[src/rtl/lane_skew_stager_if.sv]
// Bus bundle for lane_skew_stager: input beat, mode pins and the staged lane outputs.
// The producer side uses the master modport, the stager itself uses slave.
interface lane_skew_stager_if #(
  parameter int LENGTH     = 4,
  parameter int DATA_WIDTH = 16
);
  logic                         in_valid;
  logic [LENGTH*DATA_WIDTH-1:0] in_data;
  logic                         mode_reverse;
  logic                         mode_skew;
  logic [LENGTH*DATA_WIDTH-1:0] out_data;
  logic [LENGTH-1:0]            out_lane_valid;
  logic                         busy;

  modport master (
    output in_valid, in_data, mode_reverse, mode_skew,
    input  out_data, out_lane_valid, busy
  );

  modport slave (
    input  in_valid, in_data, mode_reverse, mode_skew,
    output out_data, out_lane_valid, busy
  );
endinterface

[src/rtl/lane_skew_stager.sv]
// Lane permuter and systolic skew stager: each output lane k is a shift chain of depth 1+k.
// Mode is sampled from the pins while idle and held constant until every chain has drained.
module lane_skew_stager #(
  parameter int LENGTH     = 4,
  parameter int DATA_WIDTH = 16
) (
  input logic               clk,
  input logic               rst,
  lane_skew_stager_if.slave bus
);

  logic [DATA_WIDTH-1:0] in_lane  [LENGTH];
  logic [DATA_WIDTH-1:0] out_lane [LENGTH];
  logic [LENGTH-1:0]     out_vld;
  logic [LENGTH-1:0]     lane_busy;

  logic rev_q, rev_d;
  logic skew_q, skew_d;
  logic busy_q, busy_d;
  logic rev_eff, skew_eff;

  always_comb begin
    for (int i = 0; i < LENGTH; i++) begin
      in_lane[i] = bus.in_data[DATA_WIDTH*i +: DATA_WIDTH];
    end
  end

  // Pins steer only an idle block; a drain in progress keeps the mode it started with.
  always_comb begin
    rev_eff  = busy_q ? rev_q  : bus.mode_reverse;
    skew_eff = busy_q ? skew_q : bus.mode_skew;
    rev_d    = rev_eff;
    skew_d   = skew_eff;
    busy_d   = |lane_busy;
  end

  always_ff @(posedge clk) begin
    if (rst) begin
      rev_q  <= 1'b0;
      skew_q <= 1'b0;
      busy_q <= 1'b0;
    end else begin
      rev_q  <= rev_d;
      skew_q <= skew_d;
      busy_q <= busy_d;
    end
  end

  for (genvar k = 0; k < LENGTH; k++) begin : g_lane
    logic [DATA_WIDTH-1:0] dat_d [k+1];
    logic [DATA_WIDTH-1:0] dat_q [k+1];
    logic [k:0]            vld_d;
    logic [k:0]            vld_q;

    // Stage 0 takes the permuted input; deeper stages only shift while skew is in effect.
    always_comb begin
      dat_d    = dat_q;
      vld_d    = vld_q;
      vld_d[0] = bus.in_valid;
      dat_d[0] = bus.in_valid ? (rev_eff ? in_lane[LENGTH-1-k] : in_lane[k]) : '0;
      for (int j = 1; j <= k; j++) begin
        vld_d[j] = skew_eff & vld_q[j-1];
        dat_d[j] = (skew_eff & vld_q[j-1]) ? dat_q[j-1] : '0;
      end
    end

    always_ff @(posedge clk) begin
      if (rst) begin
        vld_q <= '0;
        for (int j = 0; j <= k; j++) begin
          dat_q[j] <= '0;
        end
      end else begin
        vld_q <= vld_d;
        dat_q <= dat_d;
      end
    end

    assign lane_busy[k] = |vld_d;
    assign out_vld[k]   = skew_eff ? vld_q[k] : vld_q[0];
    assign out_lane[k]  = skew_eff ? dat_q[k] : dat_q[0];
  end

  always_comb begin
    for (int i = 0; i < LENGTH; i++) begin
      bus.out_data[DATA_WIDTH*i +: DATA_WIDTH] = out_lane[i];
    end
    bus.out_lane_valid = out_vld;
    bus.busy           = busy_q;
  end

endmodule

[src/flat_wrapper.sv]
// flat-port wrapper written by rule: the top's interface ports become plain ports
module lane_skew_stager_flat 
#(
  parameter int LENGTH     = 4,
  parameter int DATA_WIDTH = 16
)
  (clk, rst, bus_in_valid, bus_in_data, bus_mode_reverse, bus_mode_skew, bus_out_data, bus_out_lane_valid, bus_busy);
  lane_skew_stager_if #(.LENGTH(LENGTH), .DATA_WIDTH(DATA_WIDTH)) bus_i ();
  input logic clk;
  input logic rst;
  input wire logic [$bits(bus_i.in_valid)-1:0] bus_in_valid;
  input wire logic [$bits(bus_i.in_data)-1:0] bus_in_data;
  input wire logic [$bits(bus_i.mode_reverse)-1:0] bus_mode_reverse;
  input wire logic [$bits(bus_i.mode_skew)-1:0] bus_mode_skew;
  output wire logic [$bits(bus_i.out_data)-1:0] bus_out_data;
  output wire logic [$bits(bus_i.out_lane_valid)-1:0] bus_out_lane_valid;
  output wire logic [$bits(bus_i.busy)-1:0] bus_busy;
  assign bus_i.in_valid = bus_in_valid;
  assign bus_i.in_data = bus_in_data;
  assign bus_i.mode_reverse = bus_mode_reverse;
  assign bus_i.mode_skew = bus_mode_skew;
  assign bus_out_data = bus_i.out_data;
  assign bus_out_lane_valid = bus_i.out_lane_valid;
  assign bus_busy = bus_i.busy;
  lane_skew_stager #(.LENGTH(LENGTH), .DATA_WIDTH(DATA_WIDTH)) u_core (.clk(clk), .rst(rst), .bus(bus_i));
endmodule
[config.mk]
export PLATFORM = sky130hd
export DESIGN_NAME = lane_skew_stager_flat
export DESIGN_NICKNAME = d
export VERILOG_FILES = /design/src/rtl/lane_skew_stager_if.sv /design/src/rtl/lane_skew_stager.sv /design/src/flat_wrapper.sv
export SDC_FILE = /design/constraint.sdc
export NUM_CORES = 1
export LEC_CHECK = 0
export BUFFER_PORTS_ARGS = -buffer_cell sky130_fd_sc_hd__buf_2
export CORE_ASPECT_RATIO = 0.8
export CORE_MARGIN = 5
export CORE_UTILIZATION = 54
export CTS_CLUSTER_SIZE = 24
export DETAILED_ROUTE_END_ITERATION = 10
export GPL_TIMING_DRIVEN = 0
export PLACE_DENSITY = 0.82
export SLEW_MARGIN = 15
export SYNTH_ARGS = -nofsm -noshare
export SYNTH_HDL_FRONTEND = slang
export SYNTH_SLANG_ARGS = --single-unit
[constraint.sdc]
create_clock -name clk -period 2.08 [get_ports clk]
set_input_delay 0.208 -clock clk [delete_from_list [all_inputs] [get_ports clk]]
set_output_delay 0.208 -clock clk [all_outputs]
set_load 0.05 [all_outputs]
* Word level (Yosys, flattened, before mapping)
Index checks and enable logic that the tools add are counted.
** Cells by class
- Bitwise logic cells :: 13
- Mux-type cells :: 12
- Reduce and logical (&&, ||, !) cells :: 8
** Operator list (number)
- two-way mux 16 bit :: 7
- OR reduction 2 bit :: 7
- NOT 1 bit :: 7
- OR reduction 7 bit :: 1
- bitwise AND 1 bit :: 6
- two-way mux 1 bit :: 5
** Storage, ports and cells
- Input bits :: 69
- Flip-flop bits (word level) :: 173

* Depth between registers and ports, before layout
- Word-level depth :: 4
- Depth in mapped cells :: 4
- Depth with buffers taken out :: 2

* Worst setup path before layout
No wires, ideal clock.
- Kind :: flip-flop to output port
- Start point :: reg u_core.busy_q (netlist: u_core.bus.busy)
- End point :: out bus_out_data[47]
- Path buffers :: 1
- Setup slack :: -0.030 ns
- Arrival :: 1.902 ns
- Stages on the path, launching flop included :: 4
- Cells stage by stage :: dfxtp_1 mux2i_4 buf_6 mux2_1
** Between the ends
- Longest elaborated chain between the ends :: 2
** RTL lines
- start, declared :: line lane_skew_stager.sv:19 : logic busy_q, busy_d;
- start signal, assigned :: line lane_skew_stager.sv:45 : busy_q <= busy_d;
- two-way mux 1 bit :: line lane_skew_stager.sv:31 : skew_eff = busy_q ? skew_q : bus.mode_skew;
- two-way mux 16 bit :: line lane_skew_stager.sv:81 : assign out_lane[k] = skew_eff ? dat_q[k] : dat_q[0];
- end, declared :: line flat_wrapper.sv:15 : output wire logic [$bits(bus_i.out_data)-1:0] bus_out_data;
No other way between the ends.

* Worst setup path in the final report
- Start point :: reg u_core.busy_q (netlist: u_core.bus.busy)
- End point :: out bus_out_lane_valid[2]
** Between the ends
- Longest elaborated chain between the ends :: 2
** RTL lines
- two-way mux 1 bit :: line lane_skew_stager.sv:31
- two-way mux 1 bit :: line lane_skew_stager.sv:80 : assign out_vld[k] = skew_eff ? vld_q[k] : vld_q[0];
- end, declared :: line flat_wrapper.sv:16 : output wire logic [$bits(bus_i.out_lane_valid)-1:0] bus_out_lane_valid;
No other way between the ends.

==> impl_metrics.py <==
metrics = {
    "synthesis": {
        "syn-cell-area_sq_um": 6341,
        "syn_inst": 611,
        "synth.distinct_cells": 19,
        "synth.top_cell.area_share_pct": 52.72,
        "ys_ff_latch": 167,
        "synth_seq_area_share_pct": 52.72,
        "syn_area_per_cell_sq_um": 10.38,
        "yosys_warnings": 0,
        "syn_nets": 680,
        "yosys-top-cells-area": "dfxtp_1, mux2i_1, mux2_2, nor3_1, nand3b_1",
        "synth_top_area_cell": "dfxtp_1",
    },
    "timing": {
        "max_slew_margin_pct": 60.94,
        "worst_pin_slew_ps": 585.9,
        "hold_viol": 0,
        "slew_violations": 0,
        "holdWs_ps": 66.38,
        "period_share_pct": 102.8,
        "rsz0062_at_grt": "true",
        "setup_viol": 45,
        "max_freq_mhz": 467.9,
        "fin_ws_ps": -57.26,
        "post-route-min-period_ps": 2137,
        "skew_ps": 6.964,
    },
    "cts": {
        "clockRootBuffer": "clkbuf_16",
        "clockBufferDepth": 2,
        "clock_latency_ps": 430,
        "cts_made_buffers": 17,
        "cts_tree": "done",
        "clkSinkCount": 167,
        "clk_pin_slew_ps": 60,
        "cts_max_level": 4,
    },
    "critical_path": {
        "r2r_slack_ps": 380,
        "cp.arrival_ps": 1930,
        "required_ps": 1870,
        "reg2regPathDepth": 4,
        "regToRegEndpoint": "u_core.g_lane[3].dat_q[57]",
        "worstPathMaxFanout": 11,
        "r2r_start": "u_core.bus.busy",
        "crit_type": "reg2out",
        "cp-end-kind": "output port",
        "cp-start-kind": "flop",
    },
    "floorplanning": {
        "die_x_microns": 131.2,
        "start_util_pct": 55.06,
        "num_rows": 35,
        "die_h_microns": 106.9,
        "dieArea_sq_um": 14020,
        "coreArea_sq_um": 11520,
        "pin_count": 138,
    },
    "power_and_ir_drop": {
        "power_density_nw_per_um2": 908.2,
        "ir_drop_uv": 587.9,
        "p_leak_nw": 3.510,
    },
    "global_route": {
        "antenna_found_initial": 1,
        "grt_usage_pct": 24.70,
        "grt_first_pass_wirelength_microns": 27220,
        "grt_pass1_vias": 5227,
        "grt_max_degree": 17,
        "gr-total-overflow": 0,
    },
    "placement": {
        "portBuffers": 135,
        "hpwl_microns": 12240,
        "routabilityCongestion": 0.8705,
        "post_dp_cell_area_sq_um": 7203,
    },
    "worst_hold_path": {
        "hp-class": "in2reg",
        "hold_path_depth": 3,
        "holdPathEnd": "u_core.g_lane[1].dat_q[28]",
        "min-delay-start": "bus_in_data[28]",
    },
    "final_layout": {
        "final_common_cell": "dfxtp_1",
        "final_layout_size_suffix_gt1_share_pct": 32.11,
        "layout.nets": 844,
        "layout_common_cells": "dfxtp_1, buf_2, nand2_1, nor3_1",
        "area_growth_pct": 30.68,
        "diodes": 0,
        "final_area_sq_um": 8287,
    },
    "drt": {
        "ant_nets": 0,
        "drc_errors": 0,
        "drtIter0Drc": 441,
        "drt_wl_total_microns": 18250,
        "firstDrtPassIters": 5,
        "wire_per_inst_microns": 19.50,
        "met2_length_microns": 8619,
        "m1WireLength_microns": 7676,
        "top_layer": "met5",
        "wl_met3_microns": 1546,
        "vias": 5169,
        "viasPerCell": 5.522,
    },
    "job": {
        "drv_cap": 0,
    },
    "outcome": {
        "status": "complete, but fails checks",
        "violations": "setup timing",
    },
}
state kept, by name (all words and copies together), names as in the netlist:
name / count
u_core.g_lane.vld_q: 4
u_core.g_lane.dat_q: 160
u_core.bus.busy: 1
u_core.skew_q: 1
u_core.rev_q: 1
routing by layer:
layer  vias to the layer above  global-route usage [%]
li1                       2427                       -
met1                      2474                   32.16
met2                       229                   39.96
met3                        37                   6.754
met4                         2                   8.086
met5                         -                       0
layout make-up:
cell class	instances	area [sq um]
buffer	60	387.9
clock buffer	17	425.4
clock inverter	15	142.6
fill	771	3231
inverter	1	3.754
multi-input combinational	382	2718
sequential	167	3347
tap	148	185.2
timing repair buffer	146	1077
synthesized netlist by cell type:
master      n
nor3_1     96
buf_4       8
clkbuf_1   37
buf_6      12
clkbuf_8    1
dfxtp_1   167
nor2_1      3
nor4_1      1
nor3b_1     3
mux2i_2     1
mux2_1      4
a211oi_1    1
mux2_2     48
nand2_1    96
inv_1       1
mux2i_1    64
nand3b_1   64
mux2i_4     1
buf_2       3
worst max-delay path by stage:
| stage | start | end |
|---|---|---|
| 2_1_floorplan | u_core.bus.busy | bus_out_data[47] |
| 3_3_place_gp | u_core.bus.busy | bus_out_data[27] |
| 3_5_place_dp | u_core.bus.busy | bus_out_data[27] |
| 4_1_cts | u_core.bus.busy | bus_out_data[27] |
| 5_1_grt | u_core.bus.busy | bus_out_data[27] |
| 6_report | u_core.bus.busy | bus_out_lane_valid[2] |
through the flow:
stage                     power, mW  setup TNS [ps]  worst slack [ps]  utilization, %  std cells
after floorplan               4.103               0             211.6               -        611
after global placement        4.364               0             226.2           62.54        894
after detailed placement      4.382               0             216.6           62.54        894
after CTS                     7.415          -210.0            -19.87           69.80        928
after global routing          7.715           -3910            -105.4           71.95        936
final                         7.526           -1534            -57.26           71.95        936
kinds of logic after synthesis:
group,after synthesis,synth area share (%)
mux,118,19.91
buf+inv,62,5.781
compound gates,1,0.1184
flops,167,52.72
simple gates,263,21.47
where the power goes:
group / internal, mW / switching [mW] / total (mW)
Sequential: 3.29 / 0.0611 / 3.35
Clock: 1.67 / 1.37 / 3.05
Combinational: 0.450 / 0.681 / 1.13
critical path, stage by stage, from the launching register on:
cell,delay [ps]
dfxtp_4,370
mux2i_4,290
buf_4,270
mux2_2,380
buf_4,190
repair_timing:
item / CTS / global route
cloned: 0 / 2
endpoints found under the setup margin: 51 / 51
setup buffers: 3 / 6
resized for setup: 77 / 40
hold buffers: 0 / 0
(Power assumes the default switching activity.)
